`src/rtl/life_gen_controller.sv`:
```
// Generation sequencer for a 4x4 life tile: pattern load, free-run every PERIOD+2 cycles, single-step.
// Load takes 3 cycles (ack on the third); a step takes 2. Inputs are ignored outside IDLE/WAIT/HALT.
module life_gen_controller #(
  parameter int PERIOD         = 8,
  parameter int GEN_W          = 16,
  parameter bit STOP_ON_STABLE = 1'b1
) (
  input  logic             clk,
  input  logic             reset_n,
  input  logic             load_req,
  input  logic [15:0]      load_val,
  output logic             load_ack,
  input  logic             run,
  input  logic             single_step,
  output logic [15:0]      arr_val,
  output logic             arr_write_enb,
  output logic             arr_step,
  input  logic [15:0]      arr_alive,
  input  logic [15:0]      arr_alive_prev,
  output logic [GEN_W-1:0] gen_count,
  output logic             stable,
  output logic             extinct,
  output logic             busy
);

  typedef enum logic [2:0] {
    IDLE, LD_SETUP, LD_WRITE, LD_DONE, STEP, SETTLE, WAIT, HALT
  } state_t;

  localparam int TW = (PERIOD > 1) ? $clog2(PERIOD) : 1;

  state_t        state, state_nxt;
  logic [TW-1:0] timer;
  logic          stable_nxt, extinct_nxt;

  // The array has already advanced by the time SETTLE sees its outputs.
  assign stable_nxt  = (arr_alive == arr_alive_prev);
  assign extinct_nxt = (arr_alive == '0);

  always_ff @(posedge clk or negedge reset_n) begin
    if (!reset_n) state <= IDLE;
    else          state <= state_nxt;
  end

  always_comb begin
    state_nxt = state;
    case (state)
      IDLE: begin
        if (load_req)                state_nxt = LD_SETUP;
        else if (single_step || run) state_nxt = STEP;
      end
      LD_SETUP: state_nxt = LD_WRITE;
      LD_WRITE: state_nxt = LD_DONE;
      LD_DONE:  state_nxt = IDLE;
      STEP:     state_nxt = SETTLE;
      SETTLE: begin
        if (STOP_ON_STABLE && run && (stable_nxt || extinct_nxt)) state_nxt = HALT;
        else if (run)                                             state_nxt = WAIT;
        else                                                      state_nxt = IDLE;
      end
      WAIT: begin
        if (load_req)          state_nxt = LD_SETUP;
        else if (!run)         state_nxt = IDLE;
        else if (timer == '0)  state_nxt = STEP;
      end
      HALT: begin
        if (load_req)  state_nxt = LD_SETUP;
        else if (!run) state_nxt = IDLE;
      end
      default: state_nxt = IDLE;
    endcase
  end

  always_comb begin
    arr_step      = (state == STEP);
    arr_write_enb = (state == LD_WRITE);
    load_ack      = (state == LD_DONE);
    busy          = (state != IDLE) && (state != HALT);
  end

  // LD_SETUP is only ever entered from IDLE/WAIT/HALT, so this latches once per load.
  always_ff @(posedge clk or negedge reset_n) begin
    if (!reset_n) begin
      arr_val   <= '0;
      timer     <= '0;
      gen_count <= '0;
      stable    <= 1'b0;
      extinct   <= 1'b0;
    end else begin
      if (state_nxt == LD_SETUP) arr_val <= load_val;

      if (state == SETTLE)                     timer <= TW'(PERIOD - 1);
      else if (state == WAIT && timer != '0)   timer <= timer - TW'(1);

      if (state == LD_DONE) begin
        gen_count <= '0;
        stable    <= 1'b0;
        extinct   <= 1'b0;
      end else if (state == SETTLE) begin
        gen_count <= gen_count + GEN_W'(1);
        stable    <= stable_nxt;
        extinct   <= extinct_nxt;
      end
    end
  end

endmodule
```
`config.mk`:
```
export PLATFORM = sky130hd
export DESIGN_NAME = life_gen_controller
export DESIGN_NICKNAME = d
export VERILOG_FILES = /design/src/rtl/life_gen_controller.sv
export SDC_FILE = /design/constraint.sdc
export NUM_CORES = 1
export LEC_CHECK = 0
export BUFFER_PORTS_ARGS = -buffer_cell sky130_fd_sc_hd__clkbuf_2
export CORE_ASPECT_RATIO = 1.5
export CORE_MARGIN = 2
export CORE_UTILIZATION = 48
export DETAILED_ROUTE_END_ITERATION = 7
export GPL_TIMING_DRIVEN = 1
export PLACE_DENSITY_LB_ADDON = 0.08
export SLEW_MARGIN = 20
export SYNTH_ARGS = -nofsm -noshare
export SYNTH_HDL_FRONTEND = slang
export SYNTH_SLANG_ARGS = --single-unit
```
`constraint.sdc`:
```
create_clock -name clk -period 2.69 [get_ports clk]
set_input_delay 0 -clock clk [delete_from_list [all_inputs] [get_ports clk]]
set_output_delay 0 -clock clk [all_outputs]
set_load 0.02 [all_outputs]
```
# Yosys cells after proc, flatten, opt, wreduce, memory -nomap -nowiden
# Cells that the tools add are included.
[word_totals] reg_bits=40 inputBits=53 out_inout_bits=38 elab_cells=48
[op_classes] n_addsub=2 eq_ne=10 mux=18 n_reduce_logical=12
[ops] operator="two-way mux 3 bit" count=11
[ops] operator="two-way mux 16 bit" count=2
[ops] operator="one-hot mux 3 bit (8 select lines)" count=1
[ops] operator="adder 16 x 1 -> 16 bit, second input constant" count=1
[ops] operator="equality test 16 bit" count=1
[ops] operator="zero test 16 bit" count=1
[ops] operator="equality test 3 bit, second input constant" count=4
[ops] operator="equality test 3 x 1 -> 1 bit, second input constant" count=2
[ops] operator="equality test 3 x 2 -> 1 bit, second input constant" count=2
[ops] operator="zero test 3 bit" count=2
[ops] operator="nonzero test 3 bit" count=2
[ops] operator="two-way mux 1 bit" count=4
[ops] operator="nonzero test 2 bit" count=2
[ops] operator="logical AND 1 bit" count=3
[ops] operator="!= test 3 bit, second input constant" count=1
[ops] operator="subtractor 3 x 1 -> 3 bit, second input constant" count=1
[ops] operator="logical OR 1 bit" count=2

# Longest topological paths before layout
[depth] depth_word=6 ltp_mapped=9 mapped_depth_nobuf=8

# Least setup slack after synthesis
# Ideal clock, no wire load.
[synth_timing] path_kind="register -> register" start="register timer[0]" end="register arr_val[0]" setup_time_ns=0.125 arrival_time_ns=1.745 t_required_ns=2.565 path_slack_ns=0.820 stages_incl_launch_ff=10 n_path_buf=1 period_less_slack_ns=1.870 path_cell_list="dfrtp_1 inv_1 ha_1 ha_1 nand2_1 a21oi_1 nor2_1 nor3_4 buf_12 mux2_4"
[synth_between] elab_chain_len=6
[synth_lines] element="start, declared" line="33" source="logic [TW-1:0] timer;"
[synth_lines] element="start signal, assigned" line="92" source="if (state == SETTLE) timer <= TW'(PERIOD - 1);"
[synth_lines] element="start signal, assigned" line="93" source="else if (state == WAIT && timer != '0) timer <= timer - TW'(1);"
[synth_lines] element="zero test 3 bit" line="64" source="else if (timer == '0) state_nxt = STEP;"
[synth_lines] element="two-way mux 3 bit" line="64"
[synth_lines] element="two-way mux 3 bit" line="63" source="else if (!run) state_nxt = IDLE;"
[synth_lines] element="two-way mux 3 bit" line="62" source="if (load_req) state_nxt = LD_SETUP;"
[synth_lines] element="one-hot mux 3 bit (8 select lines)" line="47" source="case (state)"
[synth_lines] element="named net state_nxt[1]" line="32" source="state_t state, state_nxt;"
[synth_lines] element="equality test 3 x 1 -> 1 bit" line="90" source="if (state_nxt == LD_SETUP) arr_val <= load_val;"
[synth_lines] element="end signal, assigned" line="90"
[synth_lines] element="end, declared" line="15" source="output logic [15:0] arr_val,"
# The timed path passes the listed nets, and every way through them passes these cells.
# A chain may end at the register's enable or synchronous reset.

# Final worst setup path
[layout_timing] start="register state[1]" end="register arr_val[3]"
[layout_between] elab_chain_len=5 elab_cells_between_ends=17 classes_between="8 x eq/ne; 8 x mux; 1 x reduce/logical"
[layout_lines] element="start, declared" line="32"
[layout_lines] element="start signal, assigned" line="42" source="else state <= state_nxt;"
[layout_lines] element="two-way mux 3 bit" line="64"
[layout_lines] element="two-way mux 3 bit" line="63"
[layout_lines] element="two-way mux 3 bit" line="62"
[layout_lines] element="one-hot mux 3 bit (8 select lines) *" line="47"
[layout_lines] element="equality test 3 x 1 -> 1 bit *" line="90"
# Mark *: on every way between the ends. The rest lies on a longest branch, timed or not.

==> out/summary.log <==
qor: floorplanning.initial_utilization 49.1%
qor: route.firstDrtPassIters 6
qor: synth.ys_ff_latch 40
qor: synth.postSynthNetCount 270
qor: timing.timing_max_transition_violations_final 0
qor: route.drt_wl_total 5.11 mm
qor: floorplanning.std_cell_core_area 0.00447 mm²
qor: clocking.clk_latency 0.29 ns
qor: clocking.ctsRootBufferMaster sky130_fd_sc_hd__clkbuf_8
qor: timing.max_slew.worst_pin.slew 0.885 ns
qor: route.routed_via_density 5.34
qor: floorplanning.die_width 59.2 µm
qor: clocking.postCtsResizedCells 0
qor: pwr.power_report.internal_total 1.65 mW
qor: cells_and_area.nets 378
qor: cells_and_area.fraction_of_layout_instances_using_a_drive_strength_above_1 37.8%
qor: floorplanning.fp.dieArea 0.00513 mm²
qor: pwr.power.switching 1.02 mW
qor: timing.clock.fmax 0.487 GHz
qor: pwr.power.static_leakage 1.46 nW
qor: route.dr.first_iter.drc_count 73
qor: clocking.cts.reportedPaths.clkPinSlew 0.08 ns
qor: global_routing.overall_global_routing_usage 21.4%
qor: clocking.cts-buffers-inserted 5
qor: clocking.cts.repair_timing.setup_buffer_count 0
qor: clocking.cts_hold_repair.buffers 17
qor: timing.final_hold_viol_count 0
qor: cells_and_area.layout_common_cells 89 x sky130_fd_sc_hd__clkbuf_2, 40 x sky130_fd_sc_hd__dfrtp_1, 21 x sky130_fd_sc_hd__o21ai_0
qor: place.post_place_cells 346
qor: pwr.seq_power_share 36.5%
qor: critical_path.timing.critical_path.to_type flip-flop
qor: cells_and_area.most_common_cell_after_layout_fill_and_taps_aside sky130_fd_sc_hd__clkbuf_2
qor: flow_run.max_cap_violations 0
qor: timing.timing.final.setup_violations 0
qor: route.drt-wirelength-per-cell 13.8 µm
qor: pwr.share_comb_of_total_power 45.7%
qor: global_routing.vias_in_the_first_global_route 1956
qor: synth.ys_types 42
qor: synth.share_of_synthesized_area_occupied_by_flip_flops_and_latches 45.7%
qor: critical_path.cp_data_arrival_time 2.23 ns
qor: floorplanning.row_count 30
qor: floorplanning.design.portCount 91
qor: route.top_layer met4
qor: route.antenna_violating_nets_post_route 0
qor: critical_path.data_required_time_at_the_worst_endpoint 2.87 ns
qor: timing.max_slew_margin 41.0%
qor: critical_path.worst-path-max-fanout 17
qor: cells_and_area.fin_util 65.9%
qor: synth.syn_avg_cell_area 10.2 µm²
qor: run_status.outcome complete, no violations
qor: global_routing.grt_first_pass_wirelength 8.59 mm
qor: route.drcViolationCount 0
qor: timing.fin_skew 0.00492 ns
qor: global_routing.overflow 0
qor: place.detailedPlacementHpwl 3.64 mm
qor: route.routed-wl-met2 2.68 mm
qor: cells_and_area.area_growth_syn_to_layout 34.2%
qor: worst_hold_path.hp-class input pin to flip-flop
qor: pwr.power.switching_fraction 38.3%
qor: route.met3RoutedLength 201 µm
qor: place.gpl.final_weighted_congestion 0.808
qor: pwr.max-vdd-ir-drop 0.000566 V
qor: timing.tns 0 ns
qor: cells_and_area.layout.cells.non_filler 371
qor: clocking.h_tree_lvls 2
qor: pwr.power.clock.fraction 17.8%
qor: clocking.cts_sinks 40
qor: clocking.clk_path_buf_depth 2
qor: place.port_buffers 90
qor: pwr.power.density 908 mW/mm²
qor: clocking.cts_tree built
qor: timing.fin_crit_sh 76.4%
qor: critical_path.worst-setup-path-type flip-flop to flip-flop
qor: global_routing.largest_net_degree_at_the_start_of_global_routing 41
qor: route.dr_vias 1980
qor: cells_and_area.antenna_cells 0
qor: timing.layout_min_cycle_time 2.05 ns
qor: global_routing.grt_antenna_before_repair 0
qor: timing.whs 0.0838 ns
qor: floorplanning.floorplan.die.height 86.8 µm
qor: synth.syn-instance-count 214
qor: route.wirelength_met1 2.11 mm
qor: critical_path.worst_setup_path_start_kind flip-flop
qor: synth.syn-cell-area 0.00219 mm²
qor: synth.ys.warnings.count 0
qor: timing.rsz0062_at_grt false
## per-layer routing
layer,vias up,GRT usage [%]
li1,982,-
met1,929,24.7
met2,57,38.2
met3,12,3.43
met4,0,9.09
met5,-,0
## power groups by stage
stage / Clock [mW] / Combinational [mW] / Sequential, mW
final: 0.476 / 1.22 / 0.975
after global routing: 0.508 / 1.35 / 1.01
after CTS: 0.491 / 1.23 / 0.971
after detailed placement: 0 / 1.21 / 0.983
after global placement: 0 / 1.19 / 0.978
after floorplan: 0 / 0.808 / 1.08
## metrics by stage
step | setup slack [ns] | power, mW | cell area [µm²]
2_1_floorplan | 0.820 | 1.88 | 2190
3_3_place_gp | 0.687 | 2.17 | 2660
3_5_place_dp | 0.648 | 2.19 | 2660
4_1_cts | 0.636 | 2.69 | 2940
5_1_grt | 0.474 | 2.86 | 2940
6_report | 0.636 | 2.67 | 2940
## registers in the layout, indices dropped and copies added, names as in the netlist
register / cells
state: 3
arr_val: 16
stable: 1
timer: 3
gen_count: 16
extinct: 1
## logic make-up after synthesis
group	share of synthesized area [%]
flip-flops	45.7
buffers and inverters	4.00
adder cells (fa/ha/maj)	1.71
AND/OR/NAND/NOR	17.5
XOR/XNOR	7.19
multiplexers	9.93
AO/OA/AOI/OAI	14.0
## worst max-delay path, cell delays in order (launching register included)
cell,delay (ns)
sky130_fd_sc_hd__dfrtp_1,0.68
sky130_fd_sc_hd__o21ai_1,0.17
sky130_fd_sc_hd__a21oi_2,0.17
sky130_fd_sc_hd__o21ai_2,0.09
sky130_fd_sc_hd__nor3_4,0.17
sky130_fd_sc_hd__buf_4,0.28
sky130_fd_sc_hd__mux2_2,0.37
## worst paths after layout
| kind | start | cells past startpoint | slack [ns] | to |
|---|---|---|---|---|
| worst max register to register | state[1] | 6 | 0.64 | arr_val[3] |
| max in group asynchronous | reset_n | 2 | 1.76 | gen_count[9] |
| min in group asynchronous | reset_n | 2 | 0.37 | timer[2] |
| worst max-delay path | state[1] | 6 | 0.64 | arr_val[3] |
| worst min register to register | extinct | 2 | 0.51 | extinct |
| worst min-delay path | run | 4 | 0.08 | state[0] |
## synthesized netlist by cell type, drive strengths merged
cell type / n / share of area (%)
dfrtp: 40 / 46
o21ai: 25 / 6.1
nand2: 17 / 2.9
xor2: 17 / 6.8
mux2: 16 / 9.9
nor2: 16 / 2.7
a21oi: 11 / 2.7
nor4: 8 / 2.3
inv: 7 / 1.2
nand3: 7 / 1.6
buf: 6 / 2.3
nand4: 5 / 1.4
o31ai: 4 / 1.4
and3: 3 / 0.86
clkbuf: 3 / 0.51
ha: 3 / 1.7
nand3b: 3 / 1.6
a31oi: 2 / 0.57
and2: 2 / 0.57
nand2b: 2 / 0.57
o211ai: 2 / 0.68
or3: 2 / 0.57
a21boi: 1 / 0.34
a21o: 1 / 0.34
a22o: 1 / 0.40
and3b: 1 / 0.46
and4: 1 / 0.40
nor2b: 1 / 0.29
nor3: 1 / 0.74
nor4bb: 1 / 0.46
o21a: 1 / 0.34
o311ai: 1 / 0.40
o32a: 1 / 0.46
o41ai: 1 / 0.40
xnor2: 1 / 0.40
## area by class of cell
type,instances,area [µm²]
Timing Repair Buffer,110,643
Fill cell,390,1530
Multi-Input combinational cell,158,1100
Sequential cell,40,1000
Inverter,7,26.3
Tap cell,48,60.1
Clock buffer,6,72.6
Clock inverter,2,35.0
Note: power is estimated with default switching activity, not from simulation.
